===== config.mk =====
export PLATFORM = sky130hd
export DESIGN_NAME = vend_ctrl_multi
export DESIGN_NICKNAME = d
export VERILOG_FILES = /design/src/rtl/vend_pkg.sv /design/src/rtl/vend_change_out.sv /design/src/rtl/vend_ctrl_multi.sv
export SDC_FILE = /design/constraint.sdc
export NUM_CORES = 1
export LEC_CHECK = 0
export ABC_AREA = 1
export CAP_MARGIN = 20
export CORE_ASPECT_RATIO = 0.9
export CORE_MARGIN = 2
export CORE_UTILIZATION = 45
export DETAILED_ROUTE_END_ITERATION = 7
export MAX_ROUTING_LAYER = met4
export PLACE_DENSITY_LB_ADDON = 0.2
export RECOVER_POWER = 100
export SETUP_SLACK_MARGIN = 0.1
export SYNTH_ARGS = -nofsm -noshare
export SYNTH_HDL_FRONTEND = slang
export SYNTH_HIERARCHICAL = 1
export SYNTH_SLANG_ARGS = --single-unit

===== constraint.sdc =====
create_clock -name clock -period 2.82 [get_ports clock]
set_input_delay 0.564 -clock clock [delete_from_list [all_inputs] [get_ports clock]]
set_output_delay 0.564 -clock clock [all_outputs]
set_load 0.01 [all_outputs]

===== src/rtl/vend_pkg.sv =====
// vend_pkg: shared state encoding, coin values and price-table lookup for the vending controller.
package vend_pkg;
   typedef enum logic [2:0] {IDLE, CREDIT, VEND, CHANGE, REFUND} state_t;
   localparam int NICKEL_V = 1;
   localparam int DIME_V = 2;
   localparam int QUARTER_V = 5;
   function automatic int price_at(input logic [63:0] tbl, input int w, input int idx);
      return int'((tbl >> (idx * w)) & ((64'd1 << w) - 64'd1));
   endfunction
endpackage


===== src/rtl/vend_change_out.sv =====
// vend_change_out: emits one nickel_out pulse per loaded nickel, back to back, first pulse on load.
module vend_change_out #(
   parameter int W = 4
)(
   input  logic         clock,
   input  logic         reset,
   input  logic         load,
   input  logic [W-1:0] count_in,
   output logic         nickel_out,
   output logic         done
);
   logic [W-1:0] cnt;
   always_ff @(posedge clock) begin
      if (reset) begin
         cnt <= '0;
         nickel_out <= 1'b0;
      end else if (load) begin
         cnt <= count_in - W'(1);
         nickel_out <= 1'b1;
      end else begin
         cnt <= cnt - W'(cnt != '0);
         nickel_out <= cnt != '0;
      end
   end
   assign done = cnt == '0;
endmodule


===== src/rtl/vend_ctrl_multi.sv =====
// vend_ctrl_multi: multi-item vending controller with credit accumulation, change and refund.
module vend_ctrl_multi
   import vend_pkg::*;
#(
   parameter int NUM_ITEMS = 3,
   parameter int PRICE_W = 4,
   parameter logic [NUM_ITEMS*PRICE_W-1:0] PRICE_TABLE = {4'd6, 4'd5, 4'd4},
   parameter int MAX_CREDIT = 15,
   localparam int CREDIT_W = $clog2(MAX_CREDIT + 1),
   localparam int SEL_W = $clog2(NUM_ITEMS)
)(
   input  logic                clock,
   input  logic                reset,
   input  logic                nickel_in,
   input  logic                dime_in,
   input  logic                quarter_in,
   input  logic                select_valid,
   input  logic [SEL_W-1:0]    item_sel,
   input  logic                cancel,
   output logic                dispense,
   output logic [SEL_W-1:0]    item_out,
   output logic                nickel_out,
   output logic                coin_reject,
   output logic                sel_error,
   output logic [CREDIT_W-1:0] credit,
   output logic                busy
);
   localparam int SUM_W = CREDIT_W + 1;
   for (genvar i = 0; i < NUM_ITEMS; i++) begin : g_chk
      if (price_at(64'(PRICE_TABLE), PRICE_W, i) > MAX_CREDIT) begin : g_bad
         $error("PRICE_TABLE entry exceeds MAX_CREDIT");
      end
   end
   state_t state;
   logic [SUM_W-1:0] coin_v, sum;
   logic [CREDIT_W-1:0] price, after_coin, change;
   logic open, refund_go, coin_ok, coin_bad, idx_ok, sel_req, vend_go, sel_bad, load, done;
   assign open = state == IDLE || state == CREDIT;
   assign refund_go = state == CREDIT && cancel;
   assign coin_v = nickel_in ? SUM_W'(NICKEL_V) : dime_in ? SUM_W'(DIME_V) : quarter_in ? SUM_W'(QUARTER_V) : '0;
   assign sum = {1'b0, credit} + coin_v;
   assign coin_ok = open && $onehot({nickel_in, dime_in, quarter_in}) && sum <= SUM_W'(MAX_CREDIT) && !refund_go;
   assign coin_bad = (nickel_in || dime_in || quarter_in) && !coin_ok;
   assign idx_ok = int'(item_sel) < NUM_ITEMS;
   assign price = idx_ok ? CREDIT_W'(price_at(64'(PRICE_TABLE), PRICE_W, int'(item_sel))) : '0;
   // Affordability is judged on the pre-coin credit; a coin accepted alongside simply joins the change.
   assign sel_req = open && select_valid && !refund_go;
   assign vend_go = sel_req && idx_ok && price <= credit;
   assign sel_bad = sel_req && !vend_go;
   assign after_coin = coin_ok ? sum[CREDIT_W-1:0] : credit;
   assign change = after_coin - price;
   assign load = refund_go || (state == VEND && credit != '0);
   vend_change_out #(.W(CREDIT_W)) u_out (
      .clock(clock), .reset(reset), .load(load), .count_in(credit),
      .nickel_out(nickel_out), .done(done)
   );
   always_ff @(posedge clock) begin
      if (reset) begin
         state <= IDLE;
         credit <= '0;
         dispense <= 1'b0;
         item_out <= '0;
         coin_reject <= 1'b0;
         sel_error <= 1'b0;
         busy <= 1'b0;
      end else begin
         dispense <= vend_go;
         item_out <= vend_go ? item_sel : '0;
         coin_reject <= coin_bad;
         sel_error <= sel_bad;
         case (state)
            IDLE, CREDIT: begin
               if (refund_go) begin
                  state <= REFUND;
                  credit <= credit - CREDIT_W'(1);
                  busy <= 1'b1;
               end else if (vend_go) begin
                  state <= VEND;
                  credit <= change;
                  busy <= 1'b1;
               end else begin
                  state <= after_coin == '0 ? IDLE : CREDIT;
                  credit <= after_coin;
                  busy <= 1'b0;
               end
            end
            VEND: begin
               state <= credit != '0 ? CHANGE : IDLE;
               busy <= credit != '0;
               credit <= credit - CREDIT_W'(credit != '0);
            end
            default: begin
               state <= done ? IDLE : state;
               busy <= !done;
               credit <= credit - CREDIT_W'(credit != '0);
            end
         endcase
      end
   end
endmodule

=== After elaboration in Yosys (flattened, before gate mapping) ===
Index checks and enable logic that the tools add are counted.

* Register bits after elaboration: 18
* Latch bits: 0
* RAM bits: 0
* Bits in read-only memories: 0
* Output and inout port bits: 11
* Memories: 0

* Add/subtract/negate cells: 7
* Multipliers: 0
* Divide/modulo/power cells: 0
* $lt $le $gt $ge: 3
* Equal/unequal tests: 3
* Shift operators: 1
* Mux-type cells: 19
* Bitwise operators: 1
* Reductions and logical operators: 27

{| class="wikitable"
|+ Operators by type and width
! cell !! count
|-
| $mux 4 || 6
|-
| $mux 3 || 5
|-
| $logic_and 1x1->1 || 11
|-
| $shr 11x4->4 const A || 1
|-
| $logic_not 4->1 || 2
|-
| $reduce_bool 4->1 || 2
|-
| $sub 4x1->4 || 2
|-
| $pmux 3 s2 || 1
|-
| $add 4x3->5 || 1
|-
| $le 5x4->1 const B || 1
|-
| $le 4x4->1 || 1
|-
| $logic_not 1->1 || 4
|-
| $logic_or 1x1->1 || 4
|-
| $mux 1 || 4
|-
| $mux 2 || 2
|-
| $reduce_or 2->1 || 2
|-
| $sub 4x1->4 const B || 1
|-
| $sub 4x4->4 || 1
|-
| $eq 3x1->1 const B || 1
|-
| $eq 3x2->1 const B || 1
|-
| $logic_not 3->1 || 1
|-
| $reduce_bool 3->1 || 1
|-
| $add 1x1->2 || 1
|-
| $add 2x1->2 || 1
|-
| other kinds (4) || 4
|}

=== Logic depth before layout (Yosys ltp) ===
* Depth after elaboration: 13
* Depth in mapped cells: 21

=== Cells and area by module ===
The synthesis kept the hierarchy.

{| class="wikitable"
|+ By module, submodules not included
! module !! times used !! cells each !! area an instance (µm²) !! sequential area each (µm²)
|-
| vend_ctrl_multi || 1 || 167 || 1,156.1 || 260.2
|-
| vend_change_out || 1 || 42 || 297.8 || 100.1
|}

=== Least setup slack after synthesis ===
OpenSTA, ideal clock, no wires.

* Path type: in2reg
* Start point: in quarter_in
* End point: reg credit[1]
* Setup time: 132 ps
* Data arrival time: 2,656 ps
* Required time: 2,688 ps
* Slack: 33 ps
* Stages on the path: 18
* Cell sequence: inv_1 o21ai_0 ha_1 inv_1 fa_1 inv_1 nand3_1 nand2_2 nor2_8 o21ai_1 inv_1 ha_1 inv_1 ha_1 nand2_1 a21oi_1 nor2_1 a211oi_2

* Word-level cells in the longest chain between the ends: 12

{| class="wikitable"
|+ RTL lines
! element !! RTL line !! RTL
|-
| from (decl) || vend_ctrl_multi.sv:16 || <nowiki>input logic quarter_in,</nowiki>
|-
| $mux 3 (3 in series) || vend_ctrl_multi.sv:40 || <nowiki>assign coin_v = nickel_in ? SUM_W'(NICKEL_V) : dime_in ? SUM_W'(DIME_V) : quarter_in ? SUM_W'(QUARTER_V) : '0;</nowiki>
|-
| $add 4x3->5 || vend_ctrl_multi.sv:41 || <nowiki>assign sum = {1'b0, credit} + coin_v;</nowiki>
|-
| $le 5x4->1 || vend_ctrl_multi.sv:42 || <nowiki>assign coin_ok = open && $onehot({nickel_in, dime_in, quarter_in}) && sum <= SUM_W'(MAX_CREDIT) && !refund_go;</nowiki>
|-
| $logic_and 1x1->1 (2 in series) || vend_ctrl_multi.sv:42 ||
|-
| $mux 4 (*) || vend_ctrl_multi.sv:50 || <nowiki>assign after_coin = coin_ok ? sum[CREDIT_W-1:0] : credit;</nowiki>
|-
| $sub 4x4->4 || vend_ctrl_multi.sv:51 || <nowiki>assign change = after_coin - price;</nowiki>
|-
| $mux 4 (*) || vend_ctrl_multi.sv:77 || <nowiki>end else if (vend_go) begin</nowiki>
|-
| $mux 4 (*) || vend_ctrl_multi.sv:73 || <nowiki>if (refund_go) begin</nowiki>
|-
| $mux 4 (*) || n/a ||
|-
| to (signal assigned) || vend_ctrl_multi.sv:75 || <nowiki>credit <= credit - CREDIT_W'(1);</nowiki>
|-
| to (signal assigned) || vend_ctrl_multi.sv:79 || <nowiki>credit <= change;</nowiki>
|-
| to (signal assigned) || vend_ctrl_multi.sv:83 || <nowiki>credit <= after_coin;</nowiki>
|-
| to (decl) || vend_ctrl_multi.sv:25 || <nowiki>output logic [CREDIT_W-1:0] credit,</nowiki>
|}

Mark *: on every way between the ends. The rest lies on a longest branch, timed or not.
A chain may end at the register's enable or synchronous reset.

=== Worst setup path in the final report ===
* Start point: in quarter_in
* End point: reg credit[3]

The elaborated chain is that of the path after synthesis.

==> out/metrics.yaml <==
yosys:
  syn_inst: 209
  synthMostInstantiatedCell: "inv_1"
  async_reset_ff_share_pct: 0
  synthTopCellsByArea: "dfxtp_1 25%, ha_1 13%, inv_1 11%"
  yosysTopAreaCell: "dfxtp_1"
  synth_warnings: 6
  synth-edff-count: 0
  synth_nets: 235
  yosys.cell_types.count: 27
  synthTopCellsByCount: "41 x inv_1, 35 x nand2_1, 19 x nor2_1"
  synthesis.area_um2: 1450
  synthFlopType: "dfxtp_1"
  yosysTopAreaCellShare_pct: 24.8
  ys_ff_latch: 18
  ys_seq_area_share_pct: 24.8
  avgSynthCellArea_um2: 6.96
clock_tree:
  cts_made_buffers: 3
  cts_tree: "built"
  root_buffer: "clkbuf_4"
  clock_latency_ns: 0.30
  clk_path_buf_depth: 2
  clock_sinks: 18
  clk_pin_slew_ns: 0.11
  cts_hold_buf: 0
  h-tree-depth: 1
timing:
  rsz0062_at_grt: "no"
  setup_viol: 0
  clock_skew_ns: 0.00605
  maxSlewHeadroom_pct: 69.9
  period_needed_ns: 2.54
  finalCritPeriodShare_pct: 90.2
  worst_slew_pin_slew_ns: 0.450
  finalHoldViolCount: 0
  final_critical_path_setup_slack_ns: 0.277
  maxSlewViolCount: 0
  max_freq_mhz: 393
  fin_tns_setup_ns: 0
routing:
  via_per_inst: 4.93
  drt_pass1_iterations: 4
  ant_nets: 0
  routed_wirelength_mm: 3.52
  first_iter_violations: 74
  route.vias.total: 1453
  drc: 0
  wire_per_inst_um: 11.9
finish:
  synthToLayoutAreaGrowth_pct: 30.6
  n_antenna_cell: 0
  post-route-util_pct: 61.9
  drive_gt1_share_pct: 22.1
  nets: 280
  layout.cells.non_filler: 295
setup_path:
  slowest_stage: "fa_2"
  crit_fanout: 6
  crit_top_cell: "nand2_2"
  setup.worst_path.end_class: "register"
  crit_chain: "clkbuf_2 > inv_2 > o21ai_2 > ha_1 > inv_1 > fa_2 > inv_2 > nand3_2 > nand2_4 > nor2_8 > buf_4 > o21ai_1 > ha_1 > nand2_1 > inv_1 > nand2_2 > nand2_2 > nand2_2 > nand3_2 > a21oi_2"
  setup.worst_path.class: "primary input to register"
  crit_path_max_incr_delay_ns: 0.34
  startpoint_type: "primary input"
  arrival_ns: 2.79
  cp.required_ns: 3.07
status:
  status: "complete, no violations"
pwr:
  seq_power_share_pct: 22.5
  power_switching_uw: 840
  internal_power_uw: 941
  power_density_nw_per_um2: 938
  leakage_nw: 0.974
  swShare_pct: 47.2
  ir_worst_vdd_v: 0.000647
  p_total_mw: 1.78
  power_frac_comb_pct: 68.5
  clkPwrFrac_pct: 9.0
die:
  start_util_pct: 47.4
  ios: 20
  coreArea_um2: 3070
  die_height_um: 57.9
  dieArea_um2: 3700
  num_rows: 19
  die_x_um: 63.9
worst_hold_path:
  hold_class: "register to register"
placement:
  gp_congestion: 0.884
  post-place-ws_ns: -0.462
  dpl.cell_count: 287
  numPortBuffers: 19
  hpwl_mm: 2.75
job:
  maxCapViolCount: 0
global_routing:
  gr-usage-all-layers_pct: 21.0
  grt_pass1_wl_mm: 5.92
  grt_overflow_total: 0
  antenna_found_initial: 0
  grt_pass1_vias: 1310
  grt_start_max_net_pins: 11
[path summary, 6_finish.rpt]
check / slack (ns) / cells past startpoint / from / end
worst max register to register: 0.37 / 17 / credit[0] / credit[3]
worst min-delay path: 0.53 / 2 / state[2] / state[2]
worst max-delay path: 0.28 / 20 / quarter_in / credit[3]
worst min register to register: 0.53 / 2 / state[2] / state[2]
[registers in the layout, summed over array words and instances, names as in the netlist]
| signal | count |
|---|---|
| coin_reject | 1 |
| dispense | 1 |
| state | 3 |
| sel_error | 1 |
| busy | 1 |
| u_out/nickel_out | 1 |
| credit | 4 |
| item_out | 2 |
| u_out/cnt | 4 |
[power by group through the flow]
stage	Clock, mW	Combinational [mW]	Sequential, mW
2_1_floorplan	0	0.767	0.436
3_3_place_gp	0	1.18	0.403
3_5_place_dp	0	1.20	0.406
4_1_cts	0.164	1.24	0.400
5_1_grt	0.180	1.37	0.410
6_report	0.161	1.22	0.400
[layout by cell type (no fill, tap or decap), types with 2 or more instances in the layout]
cell type and n:
nor2_2 2, nor2_4 2, inv_1 39, nand3_2 4, a21oi_1 15, dlygate4sd3_1 12
o21ai_0 9, nor2_1 17, clkdlybuf4s50_1 4, nand2_2 6, dfxtp_1 18, buf_4 21
ha_1 14, nand2_1 35, o21ai_2 3, clkbuf_2 3, clkbuf_4 3, nor3_1 4
nand3_1 15, xor2_1 6, inv_2 4, o21ai_1 2
[what timing repair did]
action,4_1_cts,5_1_grt
setup buffers,4,0
gates resized for setup,10,9
hold endpoints to repair,0,0
setup endpoints to repair,5,4
pin swaps,6,6
[critical path, delay by kind of cell]
kind,cells,cell delay [ns]
simple gates,8,0.60
buf+inv,6,0.42
compound gates,3,0.40
fa+ha+maj,3,0.80
[metal layers]
layer	up-vias	GRT usage [%]	wire length [µm]
met5	-	-	0
met1	644	28.1	1740
li1	758	-	-
met3	5	6.02	223
met2	46	32.9	1560
met4	0	1.86	4
[final cells by class]
class	count	area, µm²
multi-input cells	147	952
repair buffers	41	337
well taps	42	52.6
flip-flops and latches	18	360
fillers	278	1170
inverters	43	161
clock buffers	4	36.3
[metrics by stage]
stage	instance area, µm²	hold WS, ns
final	1900	0.525
after global routing	1900	0.551
after CTS	1910	0.526
after detailed placement	1840	0.511
after global placement	1840	0.504
after floorplan	1470	0.487
[kinds of logic (layout without fill, tap and decap cells)]
family	Yosys count	in the layout	synth area share (%)
xor+xnor	6	6	3.61
fa+ha+maj	17	17	15.7
flops	18	18	24.8
simple gates	89	89	30.6
buf+inv	44	88	11.4
compound gates	35	35	14.0
Note: power is estimated with default switching activity, not from simulation.
